===== config.mk =====
export PLATFORM = sky130hd
export DESIGN_NAME = xor_frame_acc_flat
export DESIGN_NICKNAME = d
export VERILOG_FILES = /design/src/rtl/xor_frame_acc_if.sv /design/src/rtl/xor_frame_acc.sv /design/src/flat_wrapper.sv
export SDC_FILE = /design/constraint.sdc
export NUM_CORES = 1
export LEC_CHECK = 0
export CORE_ASPECT_RATIO = 1.25
export CORE_UTILIZATION = 36
export CTS_BUF_LIST = sky130_fd_sc_hd__clkbuf_8
export CTS_CLUSTER_DIAMETER = 30
export DETAILED_ROUTE_END_ITERATION = 7
export HOLD_SLACK_MARGIN = 0.15
export PLACE_DENSITY_LB_ADDON = 0.3
export SKIP_LAST_GASP = 1
export SLEW_MARGIN = 0
export SYNTH_ARGS = -nofsm -noshare
export SYNTH_HDL_FRONTEND = slang
export SYNTH_SLANG_ARGS = --single-unit
export TNS_END_PERCENT = 1

===== constraint.sdc =====
create_clock -name clk -period 2.4 [get_ports clk]
set_clock_uncertainty 0.15 [all_clocks]
set_input_delay 0.72 -clock clk [delete_from_list [all_inputs] [get_ports clk]]
set_output_delay 0.72 -clock clk [all_outputs]
set_load 0.01 [all_outputs]

===== src/rtl/xor_frame_acc_if.sv =====
// Handshake bundle for xor_frame_acc: valid/ready beat stream in, held per-lane
// XOR result out. The design takes the slave view, its driver/consumer the master.
interface xor_frame_acc_if #(
  parameter int W  = 8,
  parameter int CH = 4
);
  logic                 in_valid;
  logic                 in_ready;
  logic [CH-1:0][W-1:0] in_data;
  logic                 flush;
  logic                 out_valid;
  logic                 out_ready;
  logic [W-1:0]         out_parity [CH-1:0];
  bit   [CH-1:0]        out_nz;
  logic [7:0]           out_beats;
  logic [15:0]          frame_cnt;

  modport master (
    output in_valid, in_data, flush, out_ready,
    input  in_ready, out_valid, out_parity, out_nz, out_beats, frame_cnt
  );

  modport slave (
    input  in_valid, in_data, flush, out_ready,
    output in_ready, out_valid, out_parity, out_nz, out_beats, frame_cnt
  );
endinterface


===== src/rtl/xor_frame_acc.sv =====
// Multi-lane XOR frame accumulator: folds up to FRAME beats per lane, closes on a
// full frame or a non-empty flush, and holds the registered result until taken.
module xor_frame_acc #(
  parameter int W     = 8,
  parameter int CH    = 4,
  parameter int FRAME = 4
) (
  input  logic           clk,
  input  logic           rst,
  xor_frame_acc_if.slave bus
);
  typedef enum logic [0:0] {
    ST_ACC  = 1'b0,
    ST_HOLD = 1'b1
  } state_e;

  localparam logic [7:0] LAST_BEAT = 8'(FRAME - 1);

  state_e               state_r;
  logic                 in_ready_r;
  logic                 out_valid_r;
  logic [CH-1:0][W-1:0] acc_r;
  logic [7:0]           beats_r;
  logic [W-1:0]         parity_r [CH-1:0];
  bit   [CH-1:0]        nz_r;
  logic [7:0]           out_beats_r;
  logic [15:0]          frame_cnt_r;

  logic                 accept_s;
  logic                 close_s;
  logic [7:0]           count_s;
  logic [CH-1:0][W-1:0] fold_s;

  function automatic bit [CH-1:0] lane_nz(input logic [CH-1:0][W-1:0] v);
    bit [CH-1:0] nz;
    nz = {CH{1'b0}};
    for (int c = 0; c < CH; c++) begin
      nz[c] = |v[c];
    end
    return nz;
  endfunction

  // Fold the offered beat and decide whether this edge closes the frame.
  always_comb begin
    accept_s = bus.in_valid && in_ready_r;
    fold_s   = acc_r;
    count_s  = beats_r;
    close_s  = 1'b0;
    if (accept_s) begin
      fold_s  = acc_r ^ bus.in_data;
      count_s = beats_r + 8'd1;
    end else begin
      fold_s  = acc_r;
      count_s = beats_r;
    end
    // An empty flush is dropped so the consumer never sees a zero-beat result.
    if (state_r != ST_ACC) begin
      close_s = 1'b0;
    end else if (accept_s && (beats_r == LAST_BEAT)) begin
      close_s = 1'b1;
    end else if (bus.flush && (count_s != 8'd0)) begin
      close_s = 1'b1;
    end else begin
      close_s = 1'b0;
    end
  end

  // Two-state frame FSM with registered handshake flags and held result.
  always_ff @(posedge clk) begin
    if (rst) begin
      state_r     <= ST_ACC;
      in_ready_r  <= 1'b1;
      out_valid_r <= 1'b0;
      acc_r       <= {(CH*W){1'b0}};
      beats_r     <= 8'd0;
      for (int c = 0; c < CH; c++) begin
        parity_r[c] <= {W{1'b0}};
      end
      nz_r        <= {CH{1'b0}};
      out_beats_r <= 8'd0;
      frame_cnt_r <= 16'd0;
    end else begin
      case (state_r)
        ST_ACC: begin
          if (close_s) begin
            for (int c = 0; c < CH; c++) begin
              parity_r[c] <= fold_s[c];
            end
            nz_r        <= lane_nz(fold_s);
            out_beats_r <= count_s;
            acc_r       <= {(CH*W){1'b0}};
            beats_r     <= 8'd0;
            state_r     <= ST_HOLD;
            in_ready_r  <= 1'b0;
            out_valid_r <= 1'b1;
          end else begin
            acc_r   <= fold_s;
            beats_r <= count_s;
          end
        end
        ST_HOLD: begin
          if (bus.out_ready) begin
            state_r     <= ST_ACC;
            in_ready_r  <= 1'b1;
            out_valid_r <= 1'b0;
            frame_cnt_r <= frame_cnt_r + 16'd1;
          end else begin
            state_r <= ST_HOLD;
          end
        end
        default: begin
          state_r     <= ST_ACC;
          in_ready_r  <= 1'b1;
          out_valid_r <= 1'b0;
        end
      endcase
    end
  end

  assign bus.in_ready  = in_ready_r;
  assign bus.out_valid = out_valid_r;
  assign bus.out_nz    = nz_r;
  assign bus.out_beats = out_beats_r;
  assign bus.frame_cnt = frame_cnt_r;

  for (genvar c = 0; c < CH; c++) begin : g_out
    assign bus.out_parity[c] = parity_r[c];
  end
endmodule


===== src/flat_wrapper.sv =====
// flat-port wrapper written by rule: the top's interface ports become plain ports
module xor_frame_acc_flat 
#(
  parameter int W     = 8,
  parameter int CH    = 4,
  parameter int FRAME = 4
)
  (clk, rst, bus_in_valid, bus_in_data, bus_flush, bus_out_ready, bus_in_ready, bus_out_valid, bus_out_parity, bus_out_nz, bus_out_beats, bus_frame_cnt);
  xor_frame_acc_if #(.W(W), .CH(CH)) bus_i ();
  input  logic clk;
  input  logic rst;
  input wire logic [$bits(bus_i.in_valid)-1:0] bus_in_valid;
  input wire logic [$bits(bus_i.in_data)-1:0] bus_in_data;
  input wire logic [$bits(bus_i.flush)-1:0] bus_flush;
  input wire logic [$bits(bus_i.out_ready)-1:0] bus_out_ready;
  output wire logic [$bits(bus_i.in_ready)-1:0] bus_in_ready;
  output wire logic [$bits(bus_i.out_valid)-1:0] bus_out_valid;
  output wire logic [$bits(bus_i.out_parity)-1:0] bus_out_parity;
  output wire logic [$bits(bus_i.out_nz)-1:0] bus_out_nz;
  output wire logic [$bits(bus_i.out_beats)-1:0] bus_out_beats;
  output wire logic [$bits(bus_i.frame_cnt)-1:0] bus_frame_cnt;
  assign bus_i.in_valid = bus_in_valid;
  assign bus_i.in_data = bus_in_data;
  assign bus_i.flush = bus_flush;
  assign bus_i.out_ready = bus_out_ready;
  assign bus_in_ready = bus_i.in_ready;
  assign bus_out_valid = bus_i.out_valid;
  assign bus_out_parity = {>>{bus_i.out_parity}};
  assign bus_out_nz = bus_i.out_nz;
  assign bus_out_beats = bus_i.out_beats;
  assign bus_frame_cnt = bus_i.frame_cnt;
  xor_frame_acc #(.W(W), .CH(CH), .FRAME(FRAME)) u_core (.clk(clk), .rst(rst), .bus(bus_i));
endmodule

Word level (Yosys, flattened, before mapping)
Memories as Yosys holds them, arrays and structs flattened.
Cells that the tools add are included.
{"block": "totals", "regBits": 71, "mem_bits_rw": 32, "in_bits": 37, "output_inout_bits": 62, "elab_cells": 59, "mem_count": 1}
{"block": "classes", "n_addsub": 2, "eq_ne": 3, "muxes": 25, "bitwise_logic": 6, "reduce_logical": 11}
{"memory": "u_core.parity_r", "depth": 4, "width": 8, "rd": 4, "rd_ports_with_merged_regs": 0, "write_ports": 4, "line_no": "xor_frame_acc.sv:24", "source": "logic [W-1:0] parity_r [CH-1:0];"}
{"cell": "$mux 32", "n": 2}
{"cell": "$mux 8", "n": 6}
{"cell": "$reduce_or 8->1", "n": 4}
{"cell": "$xor 32x32->32", "n": 1}
{"cell": "$add 16x1->16 const B", "n": 1}
{"cell": "$mux 1", "n": 14}
{"cell": "$add 8x1->8 const B", "n": 1}
{"cell": "$eq 8x2->1 const B", "n": 1}
{"cell": "$reduce_bool 8->1", "n": 1}
{"cell": "$pmux 1 s2", "n": 3}
{"cell": "$reduce_and 2->1", "n": 3}
{"cell": "$or 1x1->1", "n": 4}
{"cell": "$logic_and 1x1->1", "n": 3}
{"cell": "$ne 2x1->1 const B", "n": 1}
{"cell": "$ne 2x2->1 const B", "n": 1}
{"cell": "$not 1->1", "n": 1}

Logic depth before layout (Yosys ltp)
{"block": "logic_depth", "ltp_word": 12, "mapped_depth": 9, "depth_no_buf": 7}

Worst setup path after synthesis
Ideal clock, no wire load.
{"block": "synth_path", "kind": "input port to flip-flop", "startpoint": "in bus_in_valid", "endpoint": "mem u_core.parity_r[0][0] (enable)", "setup_ns": 0.327, "arrival_ns": 2.111, "t_required_ns": 1.923, "path_slack_ns": -0.187, "cell_stages": 7, "n_path_buf": 2, "path_cell_list": "and2_1 buf_2 nand2_1 nor4_4 nand2_1 nand3_4 buf_8"}
{"item": "from (decl)", "line_no": "flat_wrapper.sv:12", "source": "input wire logic [$bits(bus_i.in_valid)-1:0] bus_in_valid;"}
{"item": "to (decl)", "line_no": "xor_frame_acc.sv:24"}

==> impl_metrics.py <==
metrics = {
    "flow_run": {
        "max_cap_violations": 0,
    },
    "power": {
        "p_sw_share_pct": 31.52,
        "ir_drop_uv": 267.1,
        "clockPowerShare_pct": 23.2,
        "seq_power_share_pct": 47.5,
        "total_power_uw": 4483,
        "p_per_area_nw_per_um2": 597.3,
        "p_int_uw": 3070,
        "netSwitchingPower_uw": 1413,
        "leakagePower_uw": 0.002866,
        "power_frac_comb_pct": 29.3,
    },
    "critical_path": {
        "cp-end-kind": "register",
        "criticalPathCategory": "register to register",
        "arrival_ps": 2410,
        "critPathLaunchType": "register",
        "required_ps": 2400,
        "crit_fanout": 8,
    },
    "grt": {
        "grt_pass1_vias": 4913,
        "grtUsageTotal_pct": 18.61,
        "grt_pass1_wl_um": 23240,
        "antenna_found_initial": 0,
        "grt_max_degree": 53,
        "grt-ovfl-total": 0,
    },
    "yosys": {
        "synth_top_area_cell": "dfxtp_1",
        "synth.most_common_cell": "nor2_1",
        "synth-edff-count": 32,
        "syn_nets": 634,
        "synth_area_leaders": "dfxtp_1 26%, edfxtp_1 17%, xor2_1 12%, nor2_1 8.2%, nand2_1 5.7%",
        "synth_top_area_share_pct": 25.81,
        "avgSynthCellArea_sq_um": 9.257,
        "async_reset_ff_share_pct": 0,
        "yosysWarnings": 0,
        "synthDistinctLibCells": 55,
        "yosysSeqAreaShare_pct": 43.25,
        "synth_area_sq_um": 5508,
        "synth_top_cells_by_count": "120 x nor2_1, 83 x nand2_1, 76 x xor2_1",
        "synth_cells": 595,
        "synthFlopType": "dfxtp_1",
        "synth-seq-cells": 103,
    },
    "floorplanning": {
        "fp.coreArea_sq_um": 14950,
        "die_h_um": 140.3,
        "dieArea_sq_um": 15800,
        "row_count": 50,
        "initial_core_util_pct": 36.84,
        "die_w_um": 112.6,
        "io_pins": 99,
    },
    "place": {
        "place_congestion": 0.8089,
        "hpwlAfterDp_um": 9850,
        "place_ws_ps": -758.3,
        "io_buffer_count": 98,
    },
    "timing": {
        "rsz0062_at_grt": "yes",
        "max_freq_mhz": 413.8,
        "worst_slew_pin_slew_ps": 388.6,
        "maxSlewViolCount": 0,
        "setup_ws_ps": -16.82,
        "tns_ps": -129.0,
        "fin_crit_ps": 2417,
        "finalCritPeriodShare_pct": 100.7,
        "setup_viol": 15,
        "hold_violations": 0,
        "relSlewSlack_pct": 74.09,
    },
    "clock_tree": {
        "cts_max_level": 3,
        "cts_tree": "built",
        "cts_buffers": 9,
        "cts_hold_buf": 0,
        "cts_root_buf": "clkbuf_8",
        "path_clk_slew_ps": 100,
        "clk_latency_ps": 390,
        "clk_path_buf_depth": 2,
        "cts_num_sinks": 103,
    },
    "status": {
        "failed_checks": "negative setup slack",
        "status": "finished with violations",
    },
    "final_layout": {
        "fillers": 1394,
        "fin_nets": 797,
        "area_growth_pct": 36.28,
        "diodes": 0,
        "drive_above_1_share_pct": 18.48,
    },
    "detailed_routing": {
        "routed_wirelength_um": 14410,
        "routedWlPerCell_um": 15.25,
        "drc_errors": 0,
        "dr.pass1.iters": 5,
        "vias_per_cell": 5.159,
        "final_antenna_net_count": 0,
        "vias": 4875,
        "drt-initial-drc-count": 226,
    },
    "hold_path": {
        "worstHoldPathType": "register to register",
    },
}
==> routing by layer <==
metal | GRT usage [%] | routed length (um) | up-vias
li1 | - | - | 2372
met1 | 21.95 | 6182 | 2374
met2 | 33.33 | 7435 | 112
met3 | 2.553 | 505 | 17
met4 | 8.351 | 288 | 0
met5 | 0 | 0 | -
==> critical path, stage by stage (launching register included) <==
cell and delay [ps]:
dfxtp_2 350, buf_6 120, and4_4 200, and4_4 190, o22a_4 250, o31a_4 350
o211ai_4 230, buf_6 180, buf_16 130, nor2_1 40
==> stage by stage <==
stage | area [sq um] | std cells | hold slack [ps] | util (%)
after floorplan | 5520 | 595 | 328.0 | -
after global placement | 7178 | 922 | 304.8 | 48.01
after detailed placement | 7178 | 922 | 306.2 | 48.01
after CTS | 7512 | 947 | 321.8 | 50.24
after global routing | 7506 | 945 | 356.9 | 50.20
final | 7506 | 945 | 320.5 | 50.20
==> worst paths after layout <==
| check | start | to | slack (ps) | cells past startpoint |
|---|---|---|---|---|
| hold / removal | u_core.bus.out_nz[1]$_SDFFE_PP0P_ | u_core.bus.out_nz[1]$_SDFFE_PP0P_ | 320 | 2 |
| hold reg to reg | u_core.bus.out_nz[1]$_SDFFE_PP0P_ | u_core.bus.out_nz[1]$_SDFFE_PP0P_ | 320 | 2 |
| setup / recovery | u_core.beats_r[1]$_SDFFE_PP0N_ | u_core.parity_r[2][0]$_SDFFCE_PN0P_ | -20 | 9 |
| setup reg to reg | u_core.beats_r[1]$_SDFFE_PP0N_ | u_core.parity_r[2][0]$_SDFFCE_PN0P_ | -20 | 9 |
==> layout make-up <==
| cell class | count | area, sq um | share of cell area, % |
|---|---|---|---|
| clock buffers | 11 | 151.4 | 2.017 |
| clock inverters | 5 | 25.02 | 0.3334 |
| inverters | 11 | 41.29 | 0.5501 |
| multi-input cells | 451 | 2944 | 39.22 |
| flip-flops and latches | 103 | 2389 | 31.82 |
| well taps | 182 | 227.7 | 3.034 |
| repair buffers | 182 | 1728 | 23.02 |
==> cells in the final DEF (no fill, tap or decap), types with 7 or more instances in the layout <==
| cell type | synthesis | final |
|---|---|---|
| inv_1 | 11 | 12 |
| a31oi_1 | 18 | 18 |
| edfxtp_1 | 32 | 32 |
| nor2_2 | 9 | 10 |
| nand2_1 | 83 | 83 |
| nor2_1 | 120 | 119 |
| nand4_1 | 14 | 14 |
| a221oi_2 | 5 | 7 |
| clkdlybuf4s50_1 | 0 | 97 |
| clkbuf_8 | 0 | 11 |
| buf_4 | 2 | 72 |
| o32ai_1 | 16 | 16 |
| xor2_1 | 76 | 76 |
| dfxtp_1 | 71 | 66 |
| xnor2_1 | 28 | 28 |
| nor4bb_1 | 16 | 16 |
==> flip-flops by register name (all words and copies together) (netlist names) <==
register              count
u_core.acc_r             32
u_core.beats_r            8
u_core.bus.out_nz         4
u_core.bus.out_beats      8
u_core.bus.frame_cnt     16
u_core.bus.in_ready       1
u_core.parity_r          32
u_core.bus.out_valid      1
u_core.state_r            1
==> power by group through the flow <==
stage | Sequential, uW | Combinational, uW | Clock, uW
global route | 2150 | 1430 | 1140
finish | 2130 | 1310 | 1040
detailed placement | 2170 | 1260 | 0
global placement | 2150 | 1230 | 0
floorplan | 2180 | 672 | 0
CTS | 2130 | 1330 | 1080
==> cells by family after synthesis <==
kind of cell / count (synthesis) / share of synthesized area (%)
mux: 1 / 0.1817
fa+ha+maj: 2 / 0.4543
xor+xnor: 105 / 17.04
buf+inv: 41 / 4.180
compound gates: 65 / 10.38
simple gates: 278 / 24.51
flops: 103 / 43.25
==> repair_timing <==
item	in CTS	in global routing
gates cloned	3	0
buffers inserted	7	0
resized for setup	17	8
endpoints found under the setup margin	120	78
pin swaps	6	5
Power figures use the tool's default switching activity.
